`config.mk`:
```
export PLATFORM = sky130hd
export DESIGN_NAME = alu_seq_exec_flat
export DESIGN_NICKNAME = d
export VERILOG_FILES = /design/src/rtl/alu_seq_exec_if.sv /design/src/rtl/alu_seq_exec.sv /design/src/flat_wrapper.sv
export SDC_FILE = /design/constraint.sdc
export NUM_CORES = 1
export LEC_CHECK = 0
export CORE_MARGIN = 8
export CORE_UTILIZATION = 57
export DETAILED_ROUTE_END_ITERATION = 10
export PLACE_DENSITY = 0.89
export SYNTH_ARGS = -nofsm -noshare
export SYNTH_HDL_FRONTEND = slang
export SYNTH_SLANG_ARGS = --single-unit
export TNS_END_PERCENT = 10
```
`constraint.sdc`:
```
create_clock -name clock -period 5.3 [get_ports clock]
set_clock_uncertainty 0.1 [all_clocks]
set_input_delay 1.06 -clock clock [delete_from_list [all_inputs] [get_ports clock]]
set_output_delay 1.06 -clock clock [all_outputs]
set_load 0.01 [all_outputs]
```
`src/rtl/alu_seq_exec_if.sv`:
```
// Valid/ready bundle for the sequential ALU execute stage:
// operands and op select in, registered result and compare flags out.
interface alu_seq_exec_if #(
    parameter int WIDTH   = 32,
    parameter int SHAMT_W = 5
);
    logic               in_valid;
    logic               in_ready;
    logic [5:0]         op_onehot;
    logic [WIDTH-1:0]   data_operandA;
    logic [WIDTH-1:0]   data_operandB;
    logic [SHAMT_W-1:0] ctrl_shiftamt;
    logic               out_valid;
    logic               out_ready;
    logic [WIDTH-1:0]   data_result;
    logic               isNotEqual;
    logic               isLessThan;
    logic               overflow;

    modport master (
        output in_valid, op_onehot, data_operandA, data_operandB,
        output ctrl_shiftamt, out_ready,
        input  in_ready, out_valid, data_result,
        input  isNotEqual, isLessThan, overflow
    );

    modport slave (
        input  in_valid, op_onehot, data_operandA, data_operandB,
        input  ctrl_shiftamt, out_ready,
        output in_ready, out_valid, data_result,
        output isNotEqual, isLessThan, overflow
    );
endinterface

```
`src/rtl/alu_seq_exec.sv`:
```
// Execute stage: single-cycle add/sub/and/or, bit-serial sll/sra,
// registered result and signed compare flags behind valid/ready.
module alu_seq_exec #(
    parameter int WIDTH   = 32,
    parameter int SHAMT_W = 5
) (
    input logic          clock,
    input logic          reset,
    alu_seq_exec_if.slave bus
);
    localparam int MSB = WIDTH - 1;

    typedef enum logic [1:0] {IDLE, SHIFT, DONE} state_t;

    state_t             state, stateNext;
    logic [WIDTH-1:0]   acc, accNext;
    logic [SHAMT_W-1:0] cnt, cntNext;
    logic               arith, arithNext;
    logic               ne, neNext;
    logic               lt, ltNext;
    logic               ovf, ovfNext;

    logic [5:0]       opLow;
    logic [WIDTH-1:0] opA, opB, sum, diff;
    logic             ovfAdd, ovfSub;

    assign opA = bus.data_operandA;
    assign opB = bus.data_operandB;

    // Isolate the lowest set bit so multi-hot selects resolve by priority.
    assign opLow = bus.op_onehot & (~bus.op_onehot + 6'd1);

    assign sum    = opA + opB;
    assign diff   = opA - opB;
    assign ovfAdd = (opA[MSB] == opB[MSB]) && (sum[MSB] != opA[MSB]);
    assign ovfSub = (opA[MSB] != opB[MSB]) && (diff[MSB] != opA[MSB]);

    always_ff @(posedge clock) begin
        if (reset) begin
            state <= IDLE;
            acc   <= '0;
            cnt   <= '0;
            arith <= 1'b0;
            ne    <= 1'b0;
            lt    <= 1'b0;
            ovf   <= 1'b0;
        end else begin
            state <= stateNext;
            acc   <= accNext;
            cnt   <= cntNext;
            arith <= arithNext;
            ne    <= neNext;
            lt    <= ltNext;
            ovf   <= ovfNext;
        end
    end

    always_comb begin
        stateNext = state;
        accNext   = acc;
        cntNext   = cnt;
        arithNext = arith;
        neNext    = ne;
        ltNext    = lt;
        ovfNext   = ovf;
        unique case (state)
            IDLE: begin
                if (bus.in_valid) begin
                    neNext    = (opA != opB);
                    // Sign of A-B corrected by its overflow gives signed A<B.
                    ltNext    = diff[MSB] ^ ovfSub;
                    ovfNext   = 1'b0;
                    accNext   = '0;
                    stateNext = DONE;
                    unique case (1'b1)
                        opLow[0]: begin
                            accNext = sum;
                            ovfNext = ovfAdd;
                        end
                        opLow[1]: begin
                            accNext = diff;
                            ovfNext = ovfSub;
                        end
                        opLow[2]: accNext = opA & opB;
                        opLow[3]: accNext = opA | opB;
                        opLow[4], opLow[5]: begin
                            accNext   = opA;
                            arithNext = opLow[5];
                            cntNext   = bus.ctrl_shiftamt;
                            if (bus.ctrl_shiftamt != '0) begin
                                stateNext = SHIFT;
                            end
                        end
                        default: ;
                    endcase
                end
            end
            SHIFT: begin
                if (arith) begin
                    accNext = {acc[MSB], acc[MSB:1]};
                end else begin
                    accNext = {acc[MSB-1:0], 1'b0};
                end
                cntNext = cnt - SHAMT_W'(1);
                if (cnt == SHAMT_W'(1)) begin
                    stateNext = DONE;
                end
            end
            DONE: begin
                if (bus.out_ready) begin
                    stateNext = IDLE;
                end
            end
            default: stateNext = IDLE;
        endcase
    end

    assign bus.in_ready    = (state == IDLE);
    assign bus.out_valid   = (state == DONE);
    assign bus.data_result = acc;
    assign bus.isNotEqual  = ne;
    assign bus.isLessThan  = lt;
    assign bus.overflow    = ovf;
endmodule

```
`src/flat_wrapper.sv`:
```
// flat-port wrapper written by rule: the top's interface ports become plain ports
module alu_seq_exec_flat 
#(
    parameter int WIDTH   = 32,
    parameter int SHAMT_W = 5
)
  (clock, reset, bus_in_valid, bus_op_onehot, bus_data_operandA, bus_data_operandB, bus_ctrl_shiftamt, bus_out_ready, bus_in_ready, bus_out_valid, bus_data_result, bus_isNotEqual, bus_isLessThan, bus_overflow);
  alu_seq_exec_if #(.WIDTH(WIDTH), .SHAMT_W(SHAMT_W)) bus_i ();
  input logic clock;
  input logic reset;
  input wire logic [$bits(bus_i.in_valid)-1:0] bus_in_valid;
  input wire logic [$bits(bus_i.op_onehot)-1:0] bus_op_onehot;
  input wire logic [$bits(bus_i.data_operandA)-1:0] bus_data_operandA;
  input wire logic [$bits(bus_i.data_operandB)-1:0] bus_data_operandB;
  input wire logic [$bits(bus_i.ctrl_shiftamt)-1:0] bus_ctrl_shiftamt;
  input wire logic [$bits(bus_i.out_ready)-1:0] bus_out_ready;
  output wire logic [$bits(bus_i.in_ready)-1:0] bus_in_ready;
  output wire logic [$bits(bus_i.out_valid)-1:0] bus_out_valid;
  output wire logic [$bits(bus_i.data_result)-1:0] bus_data_result;
  output wire logic [$bits(bus_i.isNotEqual)-1:0] bus_isNotEqual;
  output wire logic [$bits(bus_i.isLessThan)-1:0] bus_isLessThan;
  output wire logic [$bits(bus_i.overflow)-1:0] bus_overflow;
  assign bus_i.in_valid = bus_in_valid;
  assign bus_i.op_onehot = bus_op_onehot;
  assign bus_i.data_operandA = bus_data_operandA;
  assign bus_i.data_operandB = bus_data_operandB;
  assign bus_i.ctrl_shiftamt = bus_ctrl_shiftamt;
  assign bus_i.out_ready = bus_out_ready;
  assign bus_in_ready = bus_i.in_ready;
  assign bus_out_valid = bus_i.out_valid;
  assign bus_data_result = bus_i.data_result;
  assign bus_isNotEqual = bus_i.isNotEqual;
  assign bus_isLessThan = bus_i.isLessThan;
  assign bus_overflow = bus_i.overflow;
  alu_seq_exec #(.WIDTH(WIDTH), .SHAMT_W(SHAMT_W)) u_core (.clock(clock), .reset(reset), .bus(bus_i));
endmodule
```
==> run_results.csv, run 1 <==
group,metric,value,unit
clock_tree,cts_tree,"built",
placement,port_buffers,115,
clock_tree,path_clk_slew,0.06,ns
synthesis,seq_area_frac_synth,11.2,%
global_route,antenna_found_initial,0,
setup_path,path_max_fanout,3,
synthesis,synthMuxAreaShare,4.98,%
routing,finalWirelength,26100,um
setup_path,crit_path_cell_trace,"clkdlybuf4s50_1 > inv_1 > ha_1 > nor2_1 > o211ai_2 > a311oi_2 > a21oi_2 > o221ai_4 > a31oi_1 > a21oi_1 > nor2_1 > o21ba_2 > fa_1 > nor2_1 > a221oi_1 > o21ai_0 > a21oi_1 > nor3_1",
setup_path,worstSetupPathType,"input port to flip-flop",
setup_path,r2r_end,"u_core.bus.data_result[12]$_SDFFE_PP0P_",
die,die-area,17500,um^2
global_route,gr-usage-all-layers,28.2,%
clock_tree,clock-sinks,43,
setup_path,critPathTopFamily,"compound AO/OA/AOI/OAI gates",
routing,dr.pass1.iters,6,
synthesis,synth_nets,1283,
routing,antenna_left,0,
timing,fin_crit,4.85,ns
finish,num-nets-final,1368,
global_route,grt_pass1_wl,42300,um
status,status,"finished, final reports clean",
synthesis,synth.top_cell.area_share,16.9,%
finish,layout-drive-gt1-share,7.69,%
finish,num_antenna_cells,0,
min_path,hold_path.class,"flip-flop to flip-flop",
setup_path,cp-start-kind,"input port",
timing,relSlewSlack,34.7,%
setup_path,crit_top_cell,"nor2_1",
setup_path,slowest_delay,0.53,ns
placement,gp_congestion,0.960,
min_path,holdCritStartpoint,"u_core.bus.isLessThan$_SDFFE_PP0P_",
synthesis,synth_edf_count,0,
clock_tree,clk_latency,0.29,ns
finish,fillers,1137,
synthesis,synth-simple-area-share,21.1,%
setup_path,critPathArrivalTime,4.91,ns
setup_path,path_buf_inv,2,
timing,slew_viol_final,0,
min_path,hold_depth,2,
timing,layout_setup_ws,0.448,ns
synthesis,yosys.area.top_type,"ha_1",
synthesis,synth_top_family_by_area,"compound AO/OA/AOI/OAI gates",
synthesis,synth_area_leaders,"ha_1 17%, dfxtp_1 11%, a21oi_1 8.0%, nor2_1 7.2%, inv_1 4.7%",
synthesis,synth_flop_cell,"dfxtp_1",
routing,wl_per_cell,19.2,um
routing,vias,8960,
clock_tree,post_cts_buffers,0,
routing,drc,0,
pwr,p_int,0.954,mW
global_route,grt_max_degree,39,
placement,dp_hpwl,20000,um
routing,first_iter_violations,1180,
die,dieHeight,132,um
routing,viasPerCell,6.59,
setup_path,r2r-start,"u_core.arith$_SDFFE_PP0P_",
timing,max_freq,0.206,GHz
setup_path,cp-end-kind,"flip-flop",
min_path,min_to,"u_core.bus.isLessThan$_SDFFE_PP0P_",
synthesis,synth-xor-area-share,0.908,%
die,row_count,42,
pwr,clkPwrFrac,22.7,%
die,start_util,58.3,%
setup_path,cp-startpoint,"bus_data_operandB[1]",
placement,place_ws,0.248,ns
timing,setup_viol,0,
finish,syn2layout_area_growth,19.3,%
setup_path,ff2ff_setup_slack,2.45,ns
timing,period_share,91.6,%
pwr,p_sw_share,41.1,%
pwr,p_switching,0.666,mW
timing,hold_viol_final,0,
die,boundaryPins,116,
timing,rsz0062_at_grt,"no",
setup_path,required,5.36,ns
synthesis,async_flop_share,0,%
pwr,p_seq_share,24.4,%
synthesis,yosysWarnings,0,
synthesis,synth_compound_area_share,35.5,%
timing,fin_tns_setup,0,ns
pwr,power_density,176,nW/um^2
pwr,ir_worst_vdd,0.145,mV
finish,utilization,69.5,%
job,cap_viol_max_count,0,
pwr,power_leakage,3.90,nW
synthesis,yosys.area_share.adder,17.6,%
global_route,grt_overflow,0,
clock_tree,htreeDepth,2,
clock_tree,cts_root_buf,"clkbuf_16",
clock_tree,cts_made_buffers,5,
die,die_w,132,um
die,core_area,13200,um^2
clock_tree,cts_hold_buf,0,
global_route,grt_pass1_vias,8658,
clock_tree,ctsResizeCount,0,
setup_path,slowest_stage,"clkdlybuf4s50_1",
synthesis,synth_cells,1097,
clock_tree,clockBufferDepth,2,
synthesis,syn_area_per_cell,7.03,um^2
synthesis,ys_seq_elements,43,
pwr,comb_power_share,52.9,%
synthesis,netlist_area,7710,um^2
synthesis,ys_types,95,
setup_path,ff2ff_path_depth,8,
timing,tightestPinTransition,0.975,ns
## worst register-to-register path: cells and delay by family (launching register included)
| family | cells | cell delay [ns] |
|---|---|---|
| AOI/OAI and AO/OA | 6 | 1.43 |
| buffers and inverters | 1 | 0.45 |
| DFF | 1 | 0.31 |
| muxes | 1 | 0.41 |
## power groups by stage
stage | logic [mW] | clock network, mW | registers [mW]
6_report | 0.857 | 0.368 | 0.395
4_1_cts | 0.838 | 0.366 | 0.392
3_5_place_dp | 0.832 | 0 | 0.399
2_1_floorplan | 0.532 | 0 | 0.399
5_1_grt | 0.929 | 0.382 | 0.397
3_3_place_gp | 0.815 | 0 | 0.399
## through the flow
stage	std cells	power [mW]	hold WS [ns]	area [um^2]
global placement	1351	1.21	0.357	9030
floorplan	1097	0.931	0.364	7710
CTS	1359	1.60	0.387	9200
global route	1359	1.71	0.431	9200
detailed placement	1351	1.23	0.380	9030
finish	1359	1.62	0.387	9200
## Yosys cell counts, drive strengths merged (19+ instances only)
library cell,n
nand2,64
inv,97
clkbuf,42
o211ai,19
nor3,34
mux2i,29
a221oi,21
dfxtp,43
a211oi,21
ha,104
nor2,148
o21ai,70
buf,26
a21oi,132
## routing by layer
metal  vias up  global-route usage, %  share of wire (%)
met3       101                   5.03                 10
met5         -                      0                  0
met1      4128                   34.4                 40
met2       594                   47.6                 46
met4         0                   11.3                3.4
li1       4137                      -                  -
## final cells by class
cell class                 count  area, um^2  area share, %
multi-input combinational    887        6190           67.3
timing repair buffer         146        1380           15.0
sequential                    43         862           9.37
inverter                      99         372           4.04
tap                          176         220           2.39
clock buffer                   6         139           1.51
clock inverter                 2        35.0          0.381
## registers in the layout (all words and copies together) (netlist names)
| name | flops |
|---|---|
| u_core.cnt | 5 |
| u_core.state | 2 |
| u_core.bus.overflow | 1 |
| u_core.bus.isNotEqual | 1 |
| u_core.bus.isLessThan | 1 |
| u_core.arith | 1 |
| u_core.bus.data_result | 32 |
## kinds of logic after synthesis
logic type      after synthesis
simple gates                341
flops                        43
mux                          37
compound gates              394
xor+xnor                      8
fa+ha+maj                   107
buf+inv                     167
## placed cells by master, fill, tap and decap left out, drive strengths merged, types with 18 or more instances in the layout
cell type,Yosys,layout
dfxtp,43,43
inv,97,97
a221oi,21,21
a21o,18,18
o21bai,18,18
nor2,148,148
nand2,64,64
o21ai,70,70
ha,104,104
mux2i,29,29
clkdlybuf4s50,0,115
o211ai,19,19
nor3,34,34
a211oi,21,21
a21oi,132,132
buf,26,31
## worst max-delay path by stage
stage | end | slack (ns) | cells past startpoint
finish | u_core.bus.overflow$_SDFFE_PP0P_ | 0.45 | 18
CTS | u_core.bus.data_result[31]$_SDFFE_PP0P_ | 0.53 | 18
global placement | u_core.bus.data_result[31]$_SDFFE_PP0P_ | 0.34 | 18
global route | u_core.bus.overflow$_SDFFE_PP0P_ | 0.19 | 18
detailed placement | u_core.bus.data_result[31]$_SDFFE_PP0P_ | 0.25 | 18
floorplan | u_core.bus.data_result[31]$_SDFFE_PP0P_ | 1.12 | 17
Note: power is estimated with default switching activity, not from simulation.
==> run 2, diff against run 1 <==
--- a/config.mk
+++ b/config.mk
@@ -5,10 +5,11 @@
 export SDC_FILE = /design/constraint.sdc
 export NUM_CORES = 1
 export LEC_CHECK = 0
+export ABC_AREA = 1
 export CORE_MARGIN = 8
-export CORE_UTILIZATION = 57
+export CORE_UTILIZATION = 58
 export DETAILED_ROUTE_END_ITERATION = 10
-export PLACE_DENSITY = 0.89
+export PLACE_DENSITY = 0.9
 export SYNTH_ARGS = -nofsm -noshare
 export SYNTH_HDL_FRONTEND = slang
 export SYNTH_SLANG_ARGS = --single-unit
==> run 2 against run 1 <==
First-iteration DRC count down 3.0%. Core utilization is 1.1 points lower. Via count increased by 17%. Final area increased by 8.0%. Sequential power shrank 2%. Critical path type unchanged.
==> run_results.csv, run 2 <==
group,metric,value,unit
status,status,"finished, final reports clean",
timing,period_share,81.1,%
pwr,p_sw_share,44.3,%
synthesis,yosysMostFrequentCell,"nand2_1",
timing,setup_viol,0,
clock_tree,clockBufferDepth,2,
setup_path,worstSetupPathType,"input port to flip-flop",
pwr,clkPwrFrac,23.6,%
synthesis,seq_area_frac_synth,9.97,%
pwr,p_int,0.959,mW
clock_tree,ctsResizeCount,0,
global_route,grt_max_degree,39,
clock_tree,post_cts_buffers,0,
synthesis,synth_flop_cell,"dfxtp_1",
pwr,ir_worst_vdd,0.162,mV
timing,fin_tns_setup,0,ns
placement,gp_congestion,1.05,
setup_path,cp-start-kind,"input port",
clock_tree,cts_tree,"built",
clock_tree,cts_made_buffers,5,
setup_path,crit_path_cell_trace,"clkdlybuf4s50_1 > inv_1 > ha_1 > o21ai_0 > a21oi_1 > nand2_1 > a21oi_1 > nand2_1 > nand2_1 > nand2_1 > a21oi_1 > fa_1 > o221ai_1 > a21oi_1 > nand3_1 > nand2_1 > a21oi_2",
die,start_util,59.4,%
global_route,grt_pass1_vias,9730,
job,cap_viol_max_count,0,
routing,wl_per_cell,17.8,um
synthesis,async_flop_share,0,%
synthesis,syn_area_per_cell,5.66,um^2
pwr,p_switching,0.764,mW
routing,finalWirelength,31700,um
global_route,antenna_found_initial,0,
timing,fin_crit,4.30,ns
die,die_w,138,um
setup_path,slowest_stage,"clkdlybuf4s50_1",
timing,hold_viol_final,0,
routing,dr.pass1.iters,5,
routing,first_iter_violations,1145,
placement,dpl_cell_area,9750,um^2
synthesis,yosysWarnings,0,
routing,drc,0,
setup_path,critPathArrivalTime,4.42,ns
synthesis,synth_nets,1710,
routing,vias,10500,
global_route,gr-usage-all-layers,31.5,%
min_path,hold_path.class,"flip-flop to flip-flop",
timing,rsz0062_at_grt,"no",
routing,antenna_left,0,
placement,dp_hpwl,25600,um
finish,layout-drive-gt1-share,6.02,%
die,row_count,44,
die,dieHeight,138,um
setup_path,required,5.43,ns
finish,largest_reg_flops,32,
synthesis,synth_common_cells,"413 x nand2_1, 284 x inv_1, 125 x nand3_1",
synthesis,synth_cells,1524,
clock_tree,cts_hold_buf,0,
synthesis,synth_area_leaders,"nand2_1 18%, ha_1 15%, inv_1 12%, dfxtp_1 10%, nand3_1 7.2%",
setup_path,slowest_delay,0.55,ns
finish,num-nets-final,1781,
placement,port_buffers,115,
finish,syn2layout_area_growth,15.1,%
global_route,grt_pass1_wl,50300,um
synthesis,ys_types,47,
setup_path,crit_top_cell,"nand2_1",
placement,place_ws,0.729,ns
clock_tree,htreeDepth,2,
finish,final_common_cell,"nand2_1",
clock_tree,clock-sinks,43,
routing,viasPerCell,5.90,
timing,relSlewSlack,10.3,%
global_route,grt_overflow,0,
synthesis,netlist_area,8630,um^2
finish,num_antenna_cells,0,
synthesis,ys_seq_elements,43,
die,core_area,14500,um^2
finish,final_area,9940,um^2
timing,slew_viol_final,0,
synthesis,synth.top_cell.area_share,18.0,%
synthesis,yosys.area.top_type,"nand2_1",
die,die-area,19000,um^2
setup_path,path_max_fanout,9,
clock_tree,cts_root_buf,"clkbuf_16",
synthesis,synth_edf_count,0,
pwr,power_density,173,nW/um^2
timing,tightestPinTransition,1.34,ns
timing,max_freq,0.233,GHz
pwr,p_seq_share,22.5,%
finish,layout_common_cells,"413 x nand2_1, 284 x inv_1, 125 x nand3_1, 115 x clkdlybuf4s50_1, 111 x a21oi_1",
setup_path,cp-end-kind,"flip-flop",
pwr,power_leakage,5.35,nW
pwr,comb_power_share,53.9,%
die,boundaryPins,116,
timing,layout_setup_ws,1.00,ns
finish,fillers,1387,
clock_tree,clk_latency,0.29,ns
clock_tree,path_clk_slew,0.07,ns
## run 2: routing by layer
| metal | GRT usage, % | vias to the layer above | share of wire (%) |
|---|---|---|---|
| met4 | 16.5 | 0 | 5.9 |
| met3 | 5.41 | 136 | 9.4 |
| met1 | 38.3 | 4674 | 39 |
| met2 | 51.9 | 632 | 45 |
| li1 | - | 5059 | - |
| met5 | 0 | - | 0 |
## run 2: worst paths after layout
path	start	to	slack (ns)	cells after the start
worst min-delay path	u_core.cnt[4]$_SDFFE_PP0P_	u_core.cnt[4]$_SDFFE_PP0P_	0.38	2
worst max register to register	u_core.state[1]$_SDFFE_PP0P_	u_core.bus.data_result[26]$_SDFFE_PP0P_	2.23	5
worst max-delay path	bus_data_operandA[18]	u_core.bus.data_result[31]$_SDFFE_PP0P_	1.00	17
worst min register to register	u_core.cnt[4]$_SDFFE_PP0P_	u_core.cnt[4]$_SDFFE_PP0P_	0.38	2
## run 2: final cells by class
class / instances / area (um^2) / share of cell area [%]
tap: 184 / 230 / 2.32
inverter: 297 / 1110 / 11.2
multi-input combinational: 1125 / 6330 / 63.7
sequential: 43 / 861 / 8.66
clock inverter: 3 / 67.6 / 0.680
clock buffer: 5 / 125 / 1.26
timing repair buffer: 123 / 1210 / 12.2
## run 2: metrics by stage
| stage | cells | util, % | power (mW) | hold WS, ns |
|---|---|---|---|---|
| after floorplan | 1524 | - | 0.974 | 0.343 |
| after global placement | 1772 | 67.1 | 1.27 | 0.366 |
| after detailed placement | 1772 | 67.1 | 1.29 | 0.371 |
| after CTS | 1780 | 68.4 | 1.70 | 0.381 |
| after global routing | 1780 | 68.4 | 1.83 | 0.402 |
| final | 1780 | 68.4 | 1.72 | 0.382 |
## run 2: power by group through the flow
stage | clock network [mW] | registers (mW) | logic, mW
floorplan | 0 | 0.397 | 0.577
global placement | 0 | 0.390 | 0.883
detailed placement | 0 | 0.392 | 0.901
CTS | 0.405 | 0.385 | 0.907
global route | 0.418 | 0.391 | 1.02
finish | 0.406 | 0.388 | 0.928
## run 2: cells by family (layout without fill, tap and decap cells)
| family | count (synthesis) | after routing | synth area share (%) |
|---|---|---|---|
| AND/OR/NAND/NOR | 727 | 727 | 37.1 |
| buffers and inverters | 356 | 428 | 16.8 |
| adder cells (fa/ha/maj) | 107 | 107 | 15.8 |
| flip-flops | 43 | 43 | 9.97 |
| XOR/XNOR | 6 | 6 | 0.609 |
| AO/OA/AOI/OAI | 285 | 285 | 19.7 |
## run 2: critical path, delay by kind of cell
family,cells,cell delay [ns]
adders and majority gates,2,1.01
buffers and inverters,2,0.61
and+or+nand+nor,6,0.53
AOI/OAI and AO/OA,7,1.20
